File: src/rtl/uart_rx_packer_if.sv
// Packet handshake between the UART receiver/packer and its downstream consumer.
// DATA_W must equal WORDS_PER_PACKET*BITS_PER_WORD of the attached packer.
interface uart_rx_packer_if #(
  parameter int unsigned DATA_W = 48
) ();
  logic [DATA_W-1:0] m_data;
  logic              m_valid;
  logic              m_ready;

  modport master (output m_data, output m_valid, input m_ready);
  modport slave  (input m_data, input m_valid, output m_ready);
endinterface

File: src/rtl/uart_rx_packer.sv
// UART receiver that packs WORDS_PER_PACKET words into one double-buffered output packet.
// The next packet accumulates while the current one waits for the consumer.
module uart_rx_packer #(
  parameter int unsigned CLOCKS_PER_PULSE = 434,
  parameter int unsigned BITS_PER_WORD    = 8,
  parameter int unsigned WORDS_PER_PACKET = 6
) (
  input  logic             clk,
  input  logic             rst,
  input  logic             rx,
  uart_rx_packer_if.master pkt,
  output logic             frame_err,
  output logic             overflow
);

  localparam int unsigned PacketW = WORDS_PER_PACKET * BITS_PER_WORD;
  localparam int unsigned CntW    = $clog2(CLOCKS_PER_PULSE + 1);
  localparam int unsigned BitW    = $clog2(BITS_PER_WORD + 1);
  localparam int unsigned IdxW    = (WORDS_PER_PACKET > 1) ? $clog2(WORDS_PER_PACKET) : 1;
  localparam int unsigned HalfCnt = (CLOCKS_PER_PULSE / 2 > 0) ? CLOCKS_PER_PULSE / 2 - 1 : 0;

  localparam logic [CntW-1:0] HalfLast = CntW'(HalfCnt);
  localparam logic [CntW-1:0] FullLast = CntW'(CLOCKS_PER_PULSE - 1);
  localparam logic [BitW-1:0] BitLast  = BitW'(BITS_PER_WORD - 1);
  localparam logic [IdxW-1:0] IdxLast  = IdxW'(WORDS_PER_PACKET - 1);

  typedef enum logic [2:0] {StIdle, StStart, StData, StStop, StBreak} state_e;

  state_e                   state_q, state_d;
  logic                     rx_meta_q, rx_sync_q;
  logic [CntW-1:0]          cnt_q, cnt_d;
  logic [BitW-1:0]          bit_q, bit_d;
  logic [BITS_PER_WORD-1:0] shift_q, shift_d;
  logic [IdxW-1:0]          idx_q, idx_d;
  logic [PacketW-1:0]       acc_q, acc_d;
  logic [PacketW-1:0]       data_q, data_d;
  logic                     valid_q, valid_d;
  logic                     fe_q, fe_d;
  logic                     ov_q, ov_d;
  logic                     word_ok;
  logic [PacketW-1:0]       packet_full;

  always_ff @(posedge clk or posedge rst) begin
    if (rst) begin
      rx_meta_q <= 1'b1;
      rx_sync_q <= 1'b1;
      state_q   <= StIdle;
      cnt_q     <= '0;
      bit_q     <= '0;
      shift_q   <= '0;
      idx_q     <= '0;
      acc_q     <= '0;
      data_q    <= '0;
      valid_q   <= 1'b0;
      fe_q      <= 1'b0;
      ov_q      <= 1'b0;
    end else begin
      rx_meta_q <= rx;
      rx_sync_q <= rx_meta_q;
      state_q   <= state_d;
      cnt_q     <= cnt_d;
      bit_q     <= bit_d;
      shift_q   <= shift_d;
      idx_q     <= idx_d;
      acc_q     <= acc_d;
      data_q    <= data_d;
      valid_q   <= valid_d;
      fe_q      <= fe_d;
      ov_q      <= ov_d;
    end
  end

  always_comb begin
    state_d = state_q;
    cnt_d   = cnt_q;
    bit_d   = bit_q;
    shift_d = shift_q;
    fe_d    = 1'b0;
    word_ok = 1'b0;
    unique case (state_q)
      StIdle: begin
        cnt_d = '0;
        if (!rx_sync_q) state_d = StStart;
      end
      StStart: begin
        if (cnt_q == HalfLast) begin
          cnt_d   = '0;
          bit_d   = '0;
          state_d = rx_sync_q ? StIdle : StData;
        end else begin
          cnt_d = cnt_q + 1'b1;
        end
      end
      StData: begin
        if (cnt_q == FullLast) begin
          cnt_d   = '0;
          shift_d = {rx_sync_q, shift_q[BITS_PER_WORD-1:1]};
          bit_d   = bit_q + 1'b1;
          if (bit_q == BitLast) state_d = StStop;
        end else begin
          cnt_d = cnt_q + 1'b1;
        end
      end
      StStop: begin
        if (cnt_q == FullLast) begin
          cnt_d = '0;
          if (rx_sync_q) begin
            word_ok = 1'b1;
            state_d = StIdle;
          end else begin
            fe_d    = 1'b1;
            state_d = StBreak;
          end
        end else begin
          cnt_d = cnt_q + 1'b1;
        end
      end
      StBreak: begin
        if (rx_sync_q) state_d = StIdle;
      end
      default: state_d = StIdle;
    endcase
  end

  // Packet path: the accepted word lands in its slot, and on the last slot the whole
  // packet moves to the output register if it is free or being drained this cycle.
  always_comb begin
    packet_full = acc_q;
    packet_full[idx_q*BITS_PER_WORD +: BITS_PER_WORD] = shift_q;
    acc_d   = acc_q;
    idx_d   = idx_q;
    data_d  = data_q;
    valid_d = valid_q;
    ov_d    = 1'b0;
    if (valid_q && pkt.m_ready) valid_d = 1'b0;
    if (word_ok) begin
      acc_d = packet_full;
      if (idx_q == IdxLast) begin
        idx_d = '0;
        if (!valid_q || pkt.m_ready) begin
          data_d  = packet_full;
          valid_d = 1'b1;
        end else begin
          ov_d = 1'b1;
        end
      end else begin
        idx_d = idx_q + 1'b1;
      end
    end
  end

  assign pkt.m_data  = data_q;
  assign pkt.m_valid = valid_q;
  assign frame_err   = fe_q;
  assign overflow    = ov_q;

endmodule
File: src/flat_wrapper.sv
// flat-port wrapper written by rule: the top's interface ports become plain ports
module uart_rx_packer_flat 
#(
  parameter int unsigned CLOCKS_PER_PULSE = 434,
  parameter int unsigned BITS_PER_WORD    = 8,
  parameter int unsigned WORDS_PER_PACKET = 6
)
  (clk, rst, rx, frame_err, overflow, pkt_m_data, pkt_m_valid, pkt_m_ready);
  uart_rx_packer_if pkt_i ();
  input  logic clk;
  input  logic rst;
  input  logic rx;
  output logic frame_err;
  output logic overflow;
  output wire logic [$bits(pkt_i.m_data)-1:0] pkt_m_data;
  output wire logic [$bits(pkt_i.m_valid)-1:0] pkt_m_valid;
  input wire logic [$bits(pkt_i.m_ready)-1:0] pkt_m_ready;
  assign pkt_m_data = pkt_i.m_data;
  assign pkt_m_valid = pkt_i.m_valid;
  assign pkt_i.m_ready = pkt_m_ready;
  uart_rx_packer #(.CLOCKS_PER_PULSE(CLOCKS_PER_PULSE), .BITS_PER_WORD(BITS_PER_WORD), .WORDS_PER_PACKET(WORDS_PER_PACKET)) u_core (.clk(clk), .rst(rst), .rx(rx), .pkt(pkt_i), .frame_err(frame_err), .overflow(overflow));
endmodule
File: config.mk
export PLATFORM = sky130hd
export DESIGN_NAME = uart_rx_packer_flat
export DESIGN_NICKNAME = d
export VERILOG_FILES = /design/src/rtl/uart_rx_packer_if.sv /design/src/rtl/uart_rx_packer.sv /design/src/flat_wrapper.sv
export SDC_FILE = /design/constraint.sdc
export NUM_CORES = 1
export LEC_CHECK = 0
export BUFFER_PORTS_ARGS = -buffer_cell sky130_fd_sc_hd__buf_2
export CORE_UTILIZATION = 55
export DETAILED_ROUTE_END_ITERATION = 6
export GPL_TIMING_DRIVEN = 0
export PLACE_DENSITY = 0.75
export SETUP_SLACK_MARGIN = 0.15
export SYNTH_ARGS = -nofsm -noshare
export SYNTH_HDL_FRONTEND = slang
export SYNTH_SLANG_ARGS = --single-unit
export TNS_END_PERCENT = 5
File: constraint.sdc
create_clock -name clk -period 7.4 [get_ports clk]
set_clock_uncertainty 0.15 [all_clocks]
set_input_delay 0.37 -clock clk [delete_from_list [all_inputs] [get_ports clk]]
set_output_delay 0.37 -clock clk [all_outputs]
set_load 0.01 [all_outputs]
==> flow_metrics.env <==
export IMPL_wl_mm=13.4
export IMPL_synth_fp_nets=589
export IMPL_drt_pre_antenna_iters=5
export IMPL_timing_final_crit_share_pct=44.7
export IMPL_r2r_start="u_core.idx_q[0]"
export IMPL_synth_edff_count=0
export IMPL_power_density_cell_area_nw_per_um2=224
export IMPL_area_enclosed_by_the_die_boundary_um2=11200
export IMPL_cp_slowest_cell="dfrtp_1"
export IMPL_dominantRegCellSynth="dfrtp_1"
export IMPL_post_cts_resized_instances=0
export IMPL_grt_total_usage_pct=25.8
export IMPL_grt_pass1_wl_mm=22.5
export IMPL_yosys_area_top_type="dfrtp_1"
export IMPL_relative_area_change_from_synthesis_to_final_layout_pct=18.8
export IMPL_final_nets=665
export IMPL_async_flop_share_pct=100
export IMPL_worstHoldPathType="input port to register"
export IMPL_start_util_pct=57.2
export IMPL_post_synth_cell_area_avg_um2=10.3
export IMPL_clk_latency_ps=520
export IMPL_cp_start_kind="register"
export IMPL_ctsRootBufferMaster="clkbuf_8"
export IMPL_drv_cap=0
export IMPL_ys_seq_area_share_pct=53.8
export IMPL_num_vias=4616
export IMPL_global_route_overflow_total=0
export IMPL_crit_fanout=10
export IMPL_syn_inst=576
export IMPL_critPathMaxStageDelay_ps=450
export IMPL_route_detailed_vias_per_inst=5.76
export IMPL_static_power_due_to_leakage_nw=3.26
export IMPL_critical_path_class="register to register"
export IMPL_worst_path_most_repeated_cell="clkbuf_1"
export IMPL_ctsHoldBuffers=2
export IMPL_clock_sinks=128
export IMPL_dp_final_hpwl_mm=9.19
export IMPL_num_antenna_cells=0
export IMPL_critical_path_startpoint="u_core.idx_q[0]"
export IMPL_highest_clock_rate_mhz=303
export IMPL_die_h_um=106
export IMPL_timing_critical_path_to_type="register"
export IMPL_netlist_area_leader_share_pct=53.0
export IMPL_ant_nets=0
export IMPL_cp_data_arrival_time_ps=3540
export IMPL_post_cts_setup_buffer_count=0
export IMPL_max_clock_path_buffers=2
export IMPL_worstMarginPinSlew_ps=588
export IMPL_dr_first_iter_drc_count=318
export IMPL_cts_tree="done"
export IMPL_routed_wire_length_per_instance_um=16.8
export IMPL_timing_slew_headroom_pct=60.8
export IMPL_finalMaxSlewViolations=0
export IMPL_post_synth_instance_area_um2=5950
export IMPL_placement_rows=37
export IMPL_routabilityCongestion=0.855
export IMPL_grt_pass1_vias=4481
export IMPL_report_final_setup_viol=0
export IMPL_synth_ff_latch_count=128
export IMPL_min_period_ps=3310
export IMPL_ir_worst_vdd_mv=0.158
export IMPL_antenna_violations_before_repair=0
export IMPL_cts_htree_levels=4
export IMPL_synth_area_top_cells="dfrtp_1 53%, o21ai_0 9.1%, mux2_2 5.3%"
export IMPL_yosys_warnings=0
export IMPL_totalNegativeSetupSlack_ps=0
export IMPL_status="finished clean"
export IMPL_drive_gt1_share_pct=20.9
export IMPL_timing_reg2reg_setup_slack_ps=4090
export IMPL_drc=0
export IMPL_cts_bufs_inserted=17
export IMPL_largest_net_degree_at_the_start_of_global_routing=66
export IMPL_port_buffers=54
export IMPL_finalHoldViolations=0
export IMPL_clk_transition_reported_paths_ps=60
export IMPL_critPathCapture="u_core.pkt.m_data[40]"
export IMPL_core_region_area_um2=10400
export IMPL_design_power_total_w=0.00159
export IMPL_yosys_cell_types_count=50
export IMPL_r2r_end="u_core.pkt.m_data[40]"
export IMPL_rsz0062_at_grt="false"
export IMPL_ioPinCount=55
export IMPL_rr_worst_depth=11
export IMPL_worstPathRequired_ps=7630
export IMPL_worstPathCellList="buf_2, clkbuf_1, inv_1, ha_1, ha_1, nand4bb_1, clkbuf_1, clkbuf_1, nor2_1, a21oi_1, o21ai_0"
export IMPL_fp_dieW_um=106
-- cells in the final DEF, fill, tap and decap left out, types with 4 or more instances in the layout --
cell	Yosys	routed
mux2i_1	27	27
mux2_2	28	28
clkbuf_1	24	24
nand4b_1	8	8
dfrtp_1	126	126
buf_6	4	4
a21oi_1	23	23
bufinv_16	0	4
nand2_1	39	39
ha_1	9	9
nand3_1	10	10
nand2b_1	14	14
inv_1	18	17
o21ai_1	28	28
buf_2	6	60
clkinv_4	0	5
buf_4	5	5
clkbuf_16	0	16
o22ai_1	5	5
o21ai_0	108	108
nor3_1	5	5
nor2_1	38	38
nand4_1	4	4
-- registers in the layout, indices dropped and copies added (netlist names) --
name / count
u_core.idx_q: 3
u_core.state_q: 3
u_core.overflow: 1
u_core.frame_err: 1
u_core.shift_q: 8
u_core.pkt.m_valid: 1
u_core.rx_meta_q: 1
u_core.bit_q: 4
u_core.pkt.m_data: 48
u_core.cnt_q: 9
u_core.acc_q: 48
u_core.rx_sync_q: 1
-- where the power goes --
group	total, W	switching [W]	internal (W)
sequential	0.000702	0.000000457	0.000701
clock	0.000869	0.000304	0.000565
combinational	0.0000172	0.0000139	0.00000326
total	0.00159	0.000318	0.00127
-- worst max-delay path: cells and delay by family (launching register included) --
family / cells / cell delay, ps
DFF: 1 / 450
buffers and inverters: 5 / 1280
AOI/OAI and AO/OA: 2 / 410
and+or+nand+nor: 2 / 230
adders and majority gates: 2 / 640
-- routing by layer --
layer	wire length [µm]	track usage (%)	vias to the layer above
met5	0	0	-
met3	627	5.21	24
met1	6190	35.2	2265
met4	288	9.82	0
li1	-	-	2197
met2	6320	41.0	130
-- cells in the mapped netlist (4+ instances only) --
master / number
ha_1: 9
clkbuf_1: 24
dfrtp_1: 126
o22ai_1: 5
a21oi_1: 23
inv_1: 18
nand4_1: 4
nand4b_1: 8
buf_4: 5
mux2_2: 28
nor2_1: 38
nor3_1: 5
o21ai_1: 28
buf_2: 6
mux2i_1: 27
nand2_1: 39
buf_6: 4
o21ai_0: 108
nand2b_1: 14
nand3_1: 10
-- layout make-up --
cell class / instances / area (µm²)
timing repair buffer: 57 / 318
sequential: 128 / 3210
buffer: 39 / 203
multi-input combinational: 391 / 2480
tap: 136 / 170
clock buffer: 19 / 442
inverter: 18 / 72.6
clock inverter: 13 / 186
fill: 811 / 3340
-- stage by stage --
step                      cell area [µm²]  cells  util, %  hold slack, ps  worst slack (ps)
after floorplan                      5950    576        -             195              3470
after global placement               6390    766     61.4             196              2210
after detailed placement             6430    767     61.7             200              4180
after CTS                            7080    801     67.9            27.3              4160
after global routing                 7080    801     67.9            61.7              3820
final                                7080    801     67.9            36.8              4090
-- worst min-delay path by stage --
stage                     depth (start not counted)  slack (ps)             start               end
after floorplan                                   0         200  u_core.rx_meta_q  u_core.rx_sync_q
after global placement                            0         200  u_core.rx_meta_q  u_core.rx_sync_q
after detailed placement                          0         200  u_core.rx_meta_q  u_core.rx_sync_q
after CTS                                         3          30       pkt_m_ready   u_core.overflow
after global routing                              3          60       pkt_m_ready   u_core.overflow
final                                             3          40       pkt_m_ready   u_core.overflow
-- cells by family after synthesis --
family,share of synthesized area (%)
multiplexers,10.8
adder cells (fa/ha/maj),1.89
AO/OA/AOI/OAI,15.4
AND/OR/NAND/NOR,13.1
flip-flops,53.8
buffers and inverters,4.54
XOR/XNOR,0.441
(Power assumes the default switching activity.)
